[src/rtl/debounced_encoder_pkg.sv]
// Shared constants, debounce FSM state type and the priority-encode helper
// for the debounced push-button encoder.
package debounced_encoder_pkg;

    localparam int N_IN              = 4;
    localparam int CODE_W            = 2;
    localparam int DB_CYCLES_DEF     = 1_000_000;   // 10 ms at 100 MHz
    localparam int REPEAT_CYCLES_DEF = 25_000_000;  // 250 ms at 100 MHz

    typedef enum logic {
        STABLE   = 1'b0,
        COUNTING = 1'b1
    } db_state_e;

    // Index of the highest set bit; 0 when no bit is set.
    function automatic logic [CODE_W-1:0] prio_enc(input logic [N_IN-1:0] lv);
        prio_enc = '0;
        for (int i = 0; i < N_IN; i++) begin
            if (lv[i]) begin
                prio_enc = CODE_W'(i);
            end
        end
    endfunction

endpackage

[src/rtl/debounced_encoder_if.sv]
// Button-side bundle: raw inputs in, debounced levels, code, valid and press
// strobe out. The encoder itself connects through the slave modport.
interface debounced_encoder_if;
    import debounced_encoder_pkg::*;

    logic [N_IN-1:0]   btn_in;
    logic [N_IN-1:0]   btn_db;
    logic [CODE_W-1:0] code;
    logic              valid;
    logic              press_stb;

    modport master (
        output btn_in,
        input  btn_db, code, valid, press_stb
    );

    modport slave (
        input  btn_in,
        output btn_db, code, valid, press_stb
    );

endinterface

[src/rtl/debounced_encoder_debounce_cell.sv]
// One input lane: 2-flop synchroniser followed by a STABLE/COUNTING debounce
// FSM. The debounced level flips only after DB_CYCLES consecutive synchronised
// samples disagree with it; any agreeing sample abandons the count.
module debounce_cell
    import debounced_encoder_pkg::*;
#(
    parameter int DB_CYCLES = DB_CYCLES_DEF
) (
    input  logic clk,
    input  logic rst,
    input  logic raw,
    output logic db
);

    localparam int CNT_W = $clog2(DB_CYCLES);

    logic             sync_p0;
    logic             sync_p1;
    db_state_e        state;
    logic [CNT_W-1:0] cnt;
    logic             db_q;

    // Synchronise the asynchronous pin into the clock domain.
    always_ff @(posedge clk) begin
        if (rst) begin
            sync_p0 <= 1'b0;
            sync_p1 <= 1'b0;
        end else begin
            sync_p0 <= raw;
            sync_p1 <= sync_p0;
        end
    end

    // Debounce FSM; the counter tops out at DB_CYCLES-1 so it never wraps.
    always_ff @(posedge clk) begin
        if (rst) begin
            state <= STABLE;
            cnt   <= '0;
            db_q  <= 1'b0;
        end else begin
            case (state)
                STABLE: begin
                    if (sync_p1 != db_q) begin
                        state <= COUNTING;
                        cnt   <= CNT_W'(1);
                    end
                end
                COUNTING: begin
                    if (sync_p1 == db_q) begin
                        state <= STABLE;
                        cnt   <= '0;
                    end else if (cnt == CNT_W'(DB_CYCLES - 1)) begin
                        db_q  <= ~db_q;
                        state <= STABLE;
                        cnt   <= '0;
                    end else begin
                        cnt <= cnt + CNT_W'(1);
                    end
                end
                default: begin
                    state <= STABLE;
                    cnt   <= '0;
                end
            endcase
        end
    end

    assign db = db_q;

endmodule

[src/rtl/debounced_encoder.sv]
// Debounced priority encoder: four debounced button lanes feed a registered
// priority encoder with a level "any active" flag and a one-cycle press strobe.
// Optional build macro ENC_REPEAT_EN adds auto-repeat of press_stb every
// REPEAT_CYCLES cycles while a code is held; without it the strobe fires only
// on debounced rising edges.
module debounced_encoder
    import debounced_encoder_pkg::*;
#(
    parameter int DB_CYCLES     = DB_CYCLES_DEF,
    parameter int REPEAT_CYCLES = REPEAT_CYCLES_DEF
) (
    input logic               clk,
    input logic               rst,
    debounced_encoder_if.slave bus
);

    if (DB_CYCLES < 2 || REPEAT_CYCLES < 2) begin : g_param_check
        $error("debounced_encoder: DB_CYCLES and REPEAT_CYCLES must be at least 2");
    end

    logic [N_IN-1:0]   db;
    logic [N_IN-1:0]   db_p1;
    logic [CODE_W-1:0] code_nxt;
    logic [CODE_W-1:0] code_p1;
    logic              valid_nxt;
    logic              valid_p1;
    logic              rise;
    logic              stb_p1;

    for (genvar i = 0; i < N_IN; i++) begin : g_cell
        debounce_cell #(
            .DB_CYCLES(DB_CYCLES)
        ) u_cell (
            .clk(clk),
            .rst(rst),
            .raw(bus.btn_in[i]),
            .db (db[i])
        );
    end

    // Next encoder outputs and rising-edge detect on the debounced levels.
    always_comb begin
        code_nxt  = prio_enc(db);
        valid_nxt = |db;
        rise      = |(db & ~db_p1);
    end

    // Encoder output registers plus the previous-cycle copy for edge detect.
    always_ff @(posedge clk) begin
        if (rst) begin
            db_p1    <= '0;
            code_p1  <= '0;
            valid_p1 <= 1'b0;
        end else begin
            db_p1    <= db;
            code_p1  <= code_nxt;
            valid_p1 <= valid_nxt;
        end
    end

`ifdef ENC_REPEAT_EN
    localparam int RPT_W = $clog2(REPEAT_CYCLES);

    logic [RPT_W-1:0] rpt_cnt;

    // Strobe on rises; while a code is held, re-strobe every REPEAT_CYCLES.
    always_ff @(posedge clk) begin
        if (rst) begin
            rpt_cnt <= '0;
            stb_p1  <= 1'b0;
        end else if (rise || (code_nxt != code_p1) || !valid_nxt) begin
            rpt_cnt <= '0;
            stb_p1  <= rise;
        end else if (rpt_cnt == RPT_W'(REPEAT_CYCLES - 1)) begin
            rpt_cnt <= '0;
            stb_p1  <= 1'b1;
        end else begin
            rpt_cnt <= rpt_cnt + RPT_W'(1);
            stb_p1  <= 1'b0;
        end
    end
`else
    // Strobe once on any debounced rise; releases never strobe.
    always_ff @(posedge clk) begin
        if (rst) begin
            stb_p1 <= 1'b0;
        end else begin
            stb_p1 <= rise;
        end
    end
`endif

    assign bus.btn_db    = db;
    assign bus.code      = code_p1;
    assign bus.valid     = valid_p1;
    assign bus.press_stb = stb_p1;

endmodule

[src/flat_wrapper.sv]
// flat-port wrapper written by rule: the top's interface ports become plain ports
module debounced_encoder_flat import debounced_encoder_pkg::*;
#(
    parameter int DB_CYCLES     = DB_CYCLES_DEF,
    parameter int REPEAT_CYCLES = REPEAT_CYCLES_DEF
)
  (clk, rst, bus_btn_in, bus_btn_db, bus_code, bus_valid, bus_press_stb);
  debounced_encoder_if bus_i ();
  input logic clk;
  input logic rst;
  input wire logic [$bits(bus_i.btn_in)-1:0] bus_btn_in;
  output wire logic [$bits(bus_i.btn_db)-1:0] bus_btn_db;
  output wire logic [$bits(bus_i.code)-1:0] bus_code;
  output wire logic [$bits(bus_i.valid)-1:0] bus_valid;
  output wire logic [$bits(bus_i.press_stb)-1:0] bus_press_stb;
  assign bus_i.btn_in = bus_btn_in;
  assign bus_btn_db = bus_i.btn_db;
  assign bus_code = bus_i.code;
  assign bus_valid = bus_i.valid;
  assign bus_press_stb = bus_i.press_stb;
  debounced_encoder #(.DB_CYCLES(DB_CYCLES), .REPEAT_CYCLES(REPEAT_CYCLES)) u_core (.clk(clk), .rst(rst), .bus(bus_i));
endmodule
[config.mk]
export PLATFORM = sky130hd
export DESIGN_NAME = debounced_encoder_flat
export DESIGN_NICKNAME = d
export VERILOG_FILES = /design/src/rtl/debounced_encoder_pkg.sv /design/src/rtl/debounced_encoder_if.sv /design/src/rtl/debounced_encoder_debounce_cell.sv /design/src/rtl/debounced_encoder.sv /design/src/flat_wrapper.sv
export SDC_FILE = /design/constraint.sdc
export NUM_CORES = 1
export LEC_CHECK = 0
export BUFFER_PORTS_ARGS = -buffer_cell sky130_fd_sc_hd__buf_2
export CAP_MARGIN = 5
export CORE_ASPECT_RATIO = 1.75
export CORE_MARGIN = 2
export CORE_UTILIZATION = 62
export CTS_CLUSTER_DIAMETER = 200
export CTS_CLUSTER_SIZE = 14
export DETAILED_ROUTE_END_ITERATION = 7
export PLACE_DENSITY = 0.79
export RECOVER_POWER = 100
export SYNTH_ARGS = -nofsm -noshare
export SYNTH_HDL_FRONTEND = slang
export SYNTH_SLANG_ARGS = --single-unit
[constraint.sdc]
create_clock -name clk -period 2.2 [get_ports clk]
set_clock_uncertainty 0.15 [all_clocks]
set_input_delay 0.44 -clock clk [delete_from_list [all_inputs] [get_ports clk]]
set_output_delay 0.44 -clock clk [all_outputs]
set_load 0.02 [all_outputs]
==> results.ini, run 1 <==
[run_status]
outcome=complete, no violations

[power_and_ir_drop]
finalPower_mw=3.49
vdd.ir_drop.worst_uv=509
power_density_mw_per_mm2=627
power.leakage_nw=2.02

[timing]
finalCriticalPeriod_ns=2.08
tightest_slew_ns=0.789
relative_slew_slack=0.470
number_of_max_slew_violations_in_the_final_report=0
max_clock_freq_mhz=482
grt_setup_unrepaired=false
final.period_utilization=0.944
tns_ns=0
setup_viol=0
timing_hold_violations_final=0
finalHoldWorstSlack_ns=0.159

[clock_network]
clkLatencyLatePin_ns=0.34
cts-hold-fix-buffers=0
clockRootBuffer=sky130_fd_sc_hd__clkbuf_16
maximum_clock_path_buffer_count=2
h_tree_level_count=3
cts.repair.resized=0
tritoncts_num_sinks=104
clkTransAtPathRegs_ns=0.06
count_of_buffers_added_by_post_cts_timing_repair_for_setup=0
cts_made_buffers=9
cts_tree=yes

[floorplanning]
dieHeight_um=123
initial_utilization=0.638
floorplan.rows=43
die_x_um=72.2
die_area_mm2=0.00890
pin_count=14
core-area_mm2=0.00791

[synth]
synth_nets=599
mean_instance_size_in_the_synthesized_netlist_um2=8.57
post_synthesis_sequential_element_count=104
yosysMostFrequentCell=sky130_fd_sc_hd__dfxtp_1
synth_xor_xnor_area_share=0.0414
synth-adder-area-share=0.00992
post-synth-top-area-fraction=0.413
synth_enable_flop_cells=0
ys_dominant_reg_cell=sky130_fd_sc_hd__dfxtp_1
synth.largest_area_cell=sky130_fd_sc_hd__dfxtp_1
synth_top_family_by_area=simple AND/OR/NAND/NOR gates
synth.cell_area_mm2=0.00504
main_area_contributors_after_synthesis=sky130_fd_sc_hd__dfxtp_1 (41%), sky130_fd_sc_hd__a21oi_1 (4.8%), sky130_fd_sc_hd__a31oi_1 (4.1%)
synth_top_cells_by_count=sky130_fd_sc_hd__dfxtp_1 (104), sky130_fd_sc_hd__nand2_1 (54), sky130_fd_sc_hd__a21oi_1 (48)
yosysWarnings=0
yosys.area_share.simple=0.289
post_synthesis_compound_gate_area_fraction=0.181
synth.yosys.seq_area_share=0.413
netlist_instances=589
synth_cell_types=61
post_synth_mux_area_share=0.0238
synth-async-reset-ratio=0

[place]
buffer_ports.inserted=13
place.gp.congestion=0.906
placed_cell_area_mm2=0.00530
hpwlAfterDp_mm=7.21
numPlacedInstances=695

[cells_and_area]
flow.area_growth_from_synthesis_pct=10.5
n_antenna_cell=0
post_route_cells_drive_above_1_share=0.102
final_instance_count_excl_fillers=710
nNetsFinal=626
area_of_all_placed_cells_without_fillers_mm2=0.00558

[flow_run]
max_cap_viol_count=0

[worst_setup_path]
critPathCaptureType=flop
worst_ep_arrival_time_ns=2.16
worstRegToRegCells=5
worst_setup_path_start_kind=flop
worst-setup-path-type=reg2reg
critical_path_peak_fanout=9
worst-endpoint-required_ns=2.29

[route]
drt_iter0_drc=271
routedWlPerCell_um=14.7
drt-total-wl_mm=10.4
detail_route.drc_violations=0
antenna_left=0
routed_via_density=6.21
vias_after_detailed_routing=4411
first_pass_detailed_route_iteration_total=7

[worst_hold_path]
min_path_type=in2reg
min_path_cells=2

[global_route]
maximum_number_of_pins_on_one_net_before_global_route_repair=34
track_usage=0.246
grt_first_pass_wirelength_mm=17.6
grt_antenna_before_repair=0
grt-ovfl-total=0
grt_pass1_vias=4079

-- layer usage --
layer  track usage  share of wire
met1         0.288           0.43
met2         0.421           0.51
met3        0.0253          0.025
met4         0.154          0.027
met5             0              0
-- layout by cell type (no fill, tap or decap), drive strengths merged, types with 7 or more instances in the layout --
master	instances
xnor2	7
buf	29
inv	16
a21o	8
nor4	11
nor3	15
a31oi	33
nor2	37
xor2	16
nand2	54
nand2b	7
dfxtp	104
o21ai	27
a21oi	49
and3	16
nand4	24
a22o	11
mux2i	12
nand3	38
clkbuf	27
nor2b	13
-- per-stage QoR --
stage / util / worst slack [ns]
finish: 0.705 / 0.124
global placement: 0.671 / 0.0755
global route: 0.705 / 0.00608
detailed placement: 0.671 / 0.0354
CTS: 0.705 / 0.0226
floorplan: - / 0.199
-- worst max-delay path: stages (launching register included) --
cell and delay, ns:
sky130_fd_sc_hd__dfxtp_1 0.34, sky130_fd_sc_hd__or4b_4 0.56, sky130_fd_sc_hd__nor4_4 0.27, sky130_fd_sc_hd__a21o_2 0.29, sky130_fd_sc_hd__o21ai_0 0.15, sky130_fd_sc_hd__a21o_1 0.20
-- logic make-up (layout without fill, tap and decap cells) --
group,after synthesis,after routing
mux,12,12
fa+ha+maj,4,4
simple gates,254,254
buf+inv,44,75
compound gates,148,148
xor+xnor,23,23
flops,104,104
-- registers in the layout (all words and copies together) (netlist names) --
name / count
u_core.g_cell.u_cell.db: 4
u_core.bus.press_stb: 1
u_core.db_p1: 4
u_core.bus.code: 2
u_core.bus.valid: 1
u_core.g_cell.u_cell.state: 4
u_core.g_cell.u_cell.cnt: 80
u_core.g_cell.u_cell.sync_p1: 4
u_core.g_cell.u_cell.sync_p0: 4
-- final timing paths --
check,startpoint,end,slack [ns]
setup / recovery,u_core.g_cell[3].u_cell.cnt[6],u_core.g_cell[3].u_cell.cnt[11],0.12
hold / removal,bus_btn_in[2],u_core.g_cell[2].u_cell.sync_p0,0.16
setup reg to reg,u_core.g_cell[3].u_cell.cnt[6],u_core.g_cell[3].u_cell.cnt[11],0.12
hold reg to reg,u_core.g_cell[1].u_cell.sync_p0,u_core.g_cell[1].u_cell.sync_p1,0.29
-- power breakdown --
part           total (mW)  switching [mW]  internal [mW]
clock                1.47           0.655          0.819
sequential           1.91          0.0103           1.90
combinational       0.115          0.0723         0.0428
-- layout make-up --
cell class	count	area (um^2)
clock buffers	12	256
clock inverters	3	17.5
multi-input cells	441	2770
inverters	16	60.1
well taps	90	113
flip-flops and latches	104	2080
fillers	632	2330
repair buffers	44	277
Note: power is estimated with default switching activity, not from simulation.
==> inputs of run 2 (changes only) <==
--- a/config.mk
+++ b/config.mk
@@ -9,11 +9,11 @@
 export CAP_MARGIN = 5
 export CORE_ASPECT_RATIO = 1.75
 export CORE_MARGIN = 2
-export CORE_UTILIZATION = 62
+export CORE_UTILIZATION = 56
 export CTS_CLUSTER_DIAMETER = 200
 export CTS_CLUSTER_SIZE = 14
 export DETAILED_ROUTE_END_ITERATION = 7
-export PLACE_DENSITY = 0.79
+export PLACE_DENSITY = 0.76
 export RECOVER_POWER = 100
 export SYNTH_ARGS = -nofsm -noshare
 export SYNTH_HDL_FRONTEND = slang
==> constraint.sdc (replaced) <==
create_clock -name clk -period 1.7 [get_ports clk]
set_clock_uncertainty 0.15 [all_clocks]
set_input_delay 0.34 -clock clk [delete_from_list [all_inputs] [get_ports clk]]
set_output_delay 0.34 -clock clk [all_outputs]
set_load 0.02 [all_outputs]
==> run 2 against run 1 <==
Net effect:
- register-to-register slack worse by 0.60 ns
- utilization increased by 22 points
- the run now ends with setup timing left
- routed wire length increased by 120%
- count of clock-buffer cells in the layout down 1
- combinational power up 100%
- sequential power rose by 29%
- worst hold slack worse by 0.11 ns
- sequential cell count stayed put
- largest cell class unchanged
- design area increased by 45%
==> results.ini, run 2 (same netlist as run 1, synthesis figures left out) <==
[worst_hold_path]
min_path_type=in2reg
min-delay-start=bus_btn_in[2]

[cells_and_area]
n_antenna_cell=0
fillers=294
final_cell_mix=sky130_fd_sc_hd__buf_4 (157), sky130_fd_sc_hd__dfxtp_1 (64), sky130_fd_sc_hd__nand2_1 (50), sky130_fd_sc_hd__buf_6 (47), sky130_fd_sc_hd__dfxtp_2 (34)
flow.area_growth_from_synthesis_pct=60.2
post_route_cells_drive_above_1_share=0.512
largest_register=u_core.g_cell.u_cell.cnt
final_common_cell=sky130_fd_sc_hd__buf_4
nNetsFinal=808
largest_register_ffs=80

[clock_network]
clkTransAtPathRegs_ns=0.07
tritoncts_num_sinks=104
cts_tree=yes
maximum_clock_path_buffer_count=2
clkLatencyLatePin_ns=0.36
h_tree_level_count=3
clockRootBuffer=sky130_fd_sc_hd__clkbuf_16
cts_made_buffers=9
cts-hold-fix-buffers=0

[worst_setup_path]
critical_path_peak_fanout=3
worst-setup-path-type=reg2reg
critical_path.cell_chain=nand4_1 -> buf_4 -> buf_12 -> nor4_4 -> buf_4 -> nand3_2 -> xnor2_1 -> a22o_1
worst-endpoint-required_ns=1.85
critical-path-top-cell-by-count=sky130_fd_sc_hd__buf_4
critical_path.reg2reg.startpoint=u_core.g_cell[1].u_cell.cnt[5]
worst_ep_arrival_time_ns=2.32
crit_path_max_incr_delay_ns=0.42
worst_reg2reg_endpoint=u_core.g_cell[1].u_cell.cnt[17]
r2r_slack_ns=-0.48
worst_setup_path_startpoint=u_core.g_cell[1].u_cell.cnt[5]
worst_setup_path_start_kind=flop
worstRegToRegCells=8
worst_setup_path_endpoint=u_core.g_cell[1].u_cell.cnt[17]
slowest_stage=sky130_fd_sc_hd__xnor2_1
critPathCaptureType=flop

[floorplanning]
initial_utilization=0.578
die_area_mm2=0.00981
dieHeight_um=130
core-area_mm2=0.00873
die_x_um=75.8
floorplan.rows=45
pin_count=14

[route]
detail_route.drc_violations=0
first_pass_detailed_route_iteration_total=7
routed_via_density=6.87
routedWlPerCell_um=24.6
drt-total-wl_mm=22.6
drt_iter0_drc=766
antenna_left=0
vias_after_detailed_routing=6322

[place]
place.gp.congestion=0.863
hpwlAfterDp_mm=9.48
pre_cts_slack_ns=-0.701
buffer_ports.inserted=13

[timing]
relative_slew_slack=0.540
final.setup.worst_slack_ns=-0.479
timing_hold_violations_final=0
number_of_max_slew_violations_in_the_final_report=0
grt_setup_unrepaired=true
tightest_slew_ns=0.689
final.period_utilization=1.28
finalCriticalPeriod_ns=2.18
max_clock_freq_mhz=459
finalHoldWorstSlack_ns=0.0472
setup_viol=88

[global_route]
track_usage=0.357
grt_antenna_before_repair=1
maximum_number_of_pins_on_one_net_before_global_route_repair=22
grt_pass1_vias=5720
grt-ovfl-total=0
grt_first_pass_wirelength_mm=26.9

[power_and_ir_drop]
finalPower_mw=4.75
power_density_mw_per_mm2=588
vdd.ir_drop.worst_uv=640
power.leakage_nw=3.21

[run_status]
failing_checks=setup timing
outcome=finished with violations

[flow_run]
max_cap_viol_count=0

## run 2: per-stage QoR
stage                     area [um^2]  TNS, ns  utilization  std cells
after floorplan                  5360    -3.85            -        589
after global placement           6540   -13.76        0.749        844
after detailed placement         6540   -17.15        0.749        844
after CTS                        7590    -6.63        0.870        895
after global routing             8080   -25.20        0.926        920
final                            8080   -19.94        0.926        920
## run 2: worst min path at each step
stage / endpoint / slack [ns] / cells after the start
floorplan: u_core.g_cell[0].u_cell.sync_p1 / 0.26 / 1
global placement: u_core.g_cell[3].u_cell.sync_p1 / 0.27 / 1
detailed placement: u_core.g_cell[2].u_cell.sync_p1 / 0.28 / 1
CTS: u_core.g_cell[2].u_cell.sync_p0 / 0.04 / 2
global route: u_core.g_cell[1].u_cell.sync_p0 / 0.07 / 2
finish: u_core.g_cell[2].u_cell.sync_p0 / 0.05 / 2
## run 2: critical path: cells and delay by family (launching register included)
kind | cells | cell delay (ns)
buffers and inverters | 3 | 0.48
xor gates and xnor gates | 1 | 0.42
AOI/OAI and AO/OA | 1 | 0.22
DFF | 1 | 0.35
and+or+nand+nor | 3 | 0.49
## run 2: cell type report
type,instances,area [um^2],share of cell area
well taps,117,146,0.0181
repair buffers,225,1840,0.228
multi-input cells,442,3600,0.446
clock buffers,11,253,0.0313
flip-flops and latches,104,2150,0.266
inverters,16,60.1,0.00743
clock inverters,5,31.3,0.00387
## run 2: repair_timing
item | in CTS | in global routing
cloned | 2 | 0
endpoints found under the setup margin | 81 | 85
hold endpoints to repair | 0 | 0
setup buffers | 34 | 31
pin swaps | 64 | 63
resized for setup | 131 | 83
## run 2: routing by layer
metal,up-vias,GRT usage,part of all wire
met5,-,0,0
met3,203,0.0677,0.081
met4,0,0.204,0.081
met1,2990,0.374,0.34
li1,2604,-,-
met2,525,0.636,0.50
## run 2: report_power, final
group          internal, mW  switching, mW
Clock                  1.07          0.989
Combinational        0.0889          0.143
Sequential             2.44         0.0176
Total                  3.60           1.15
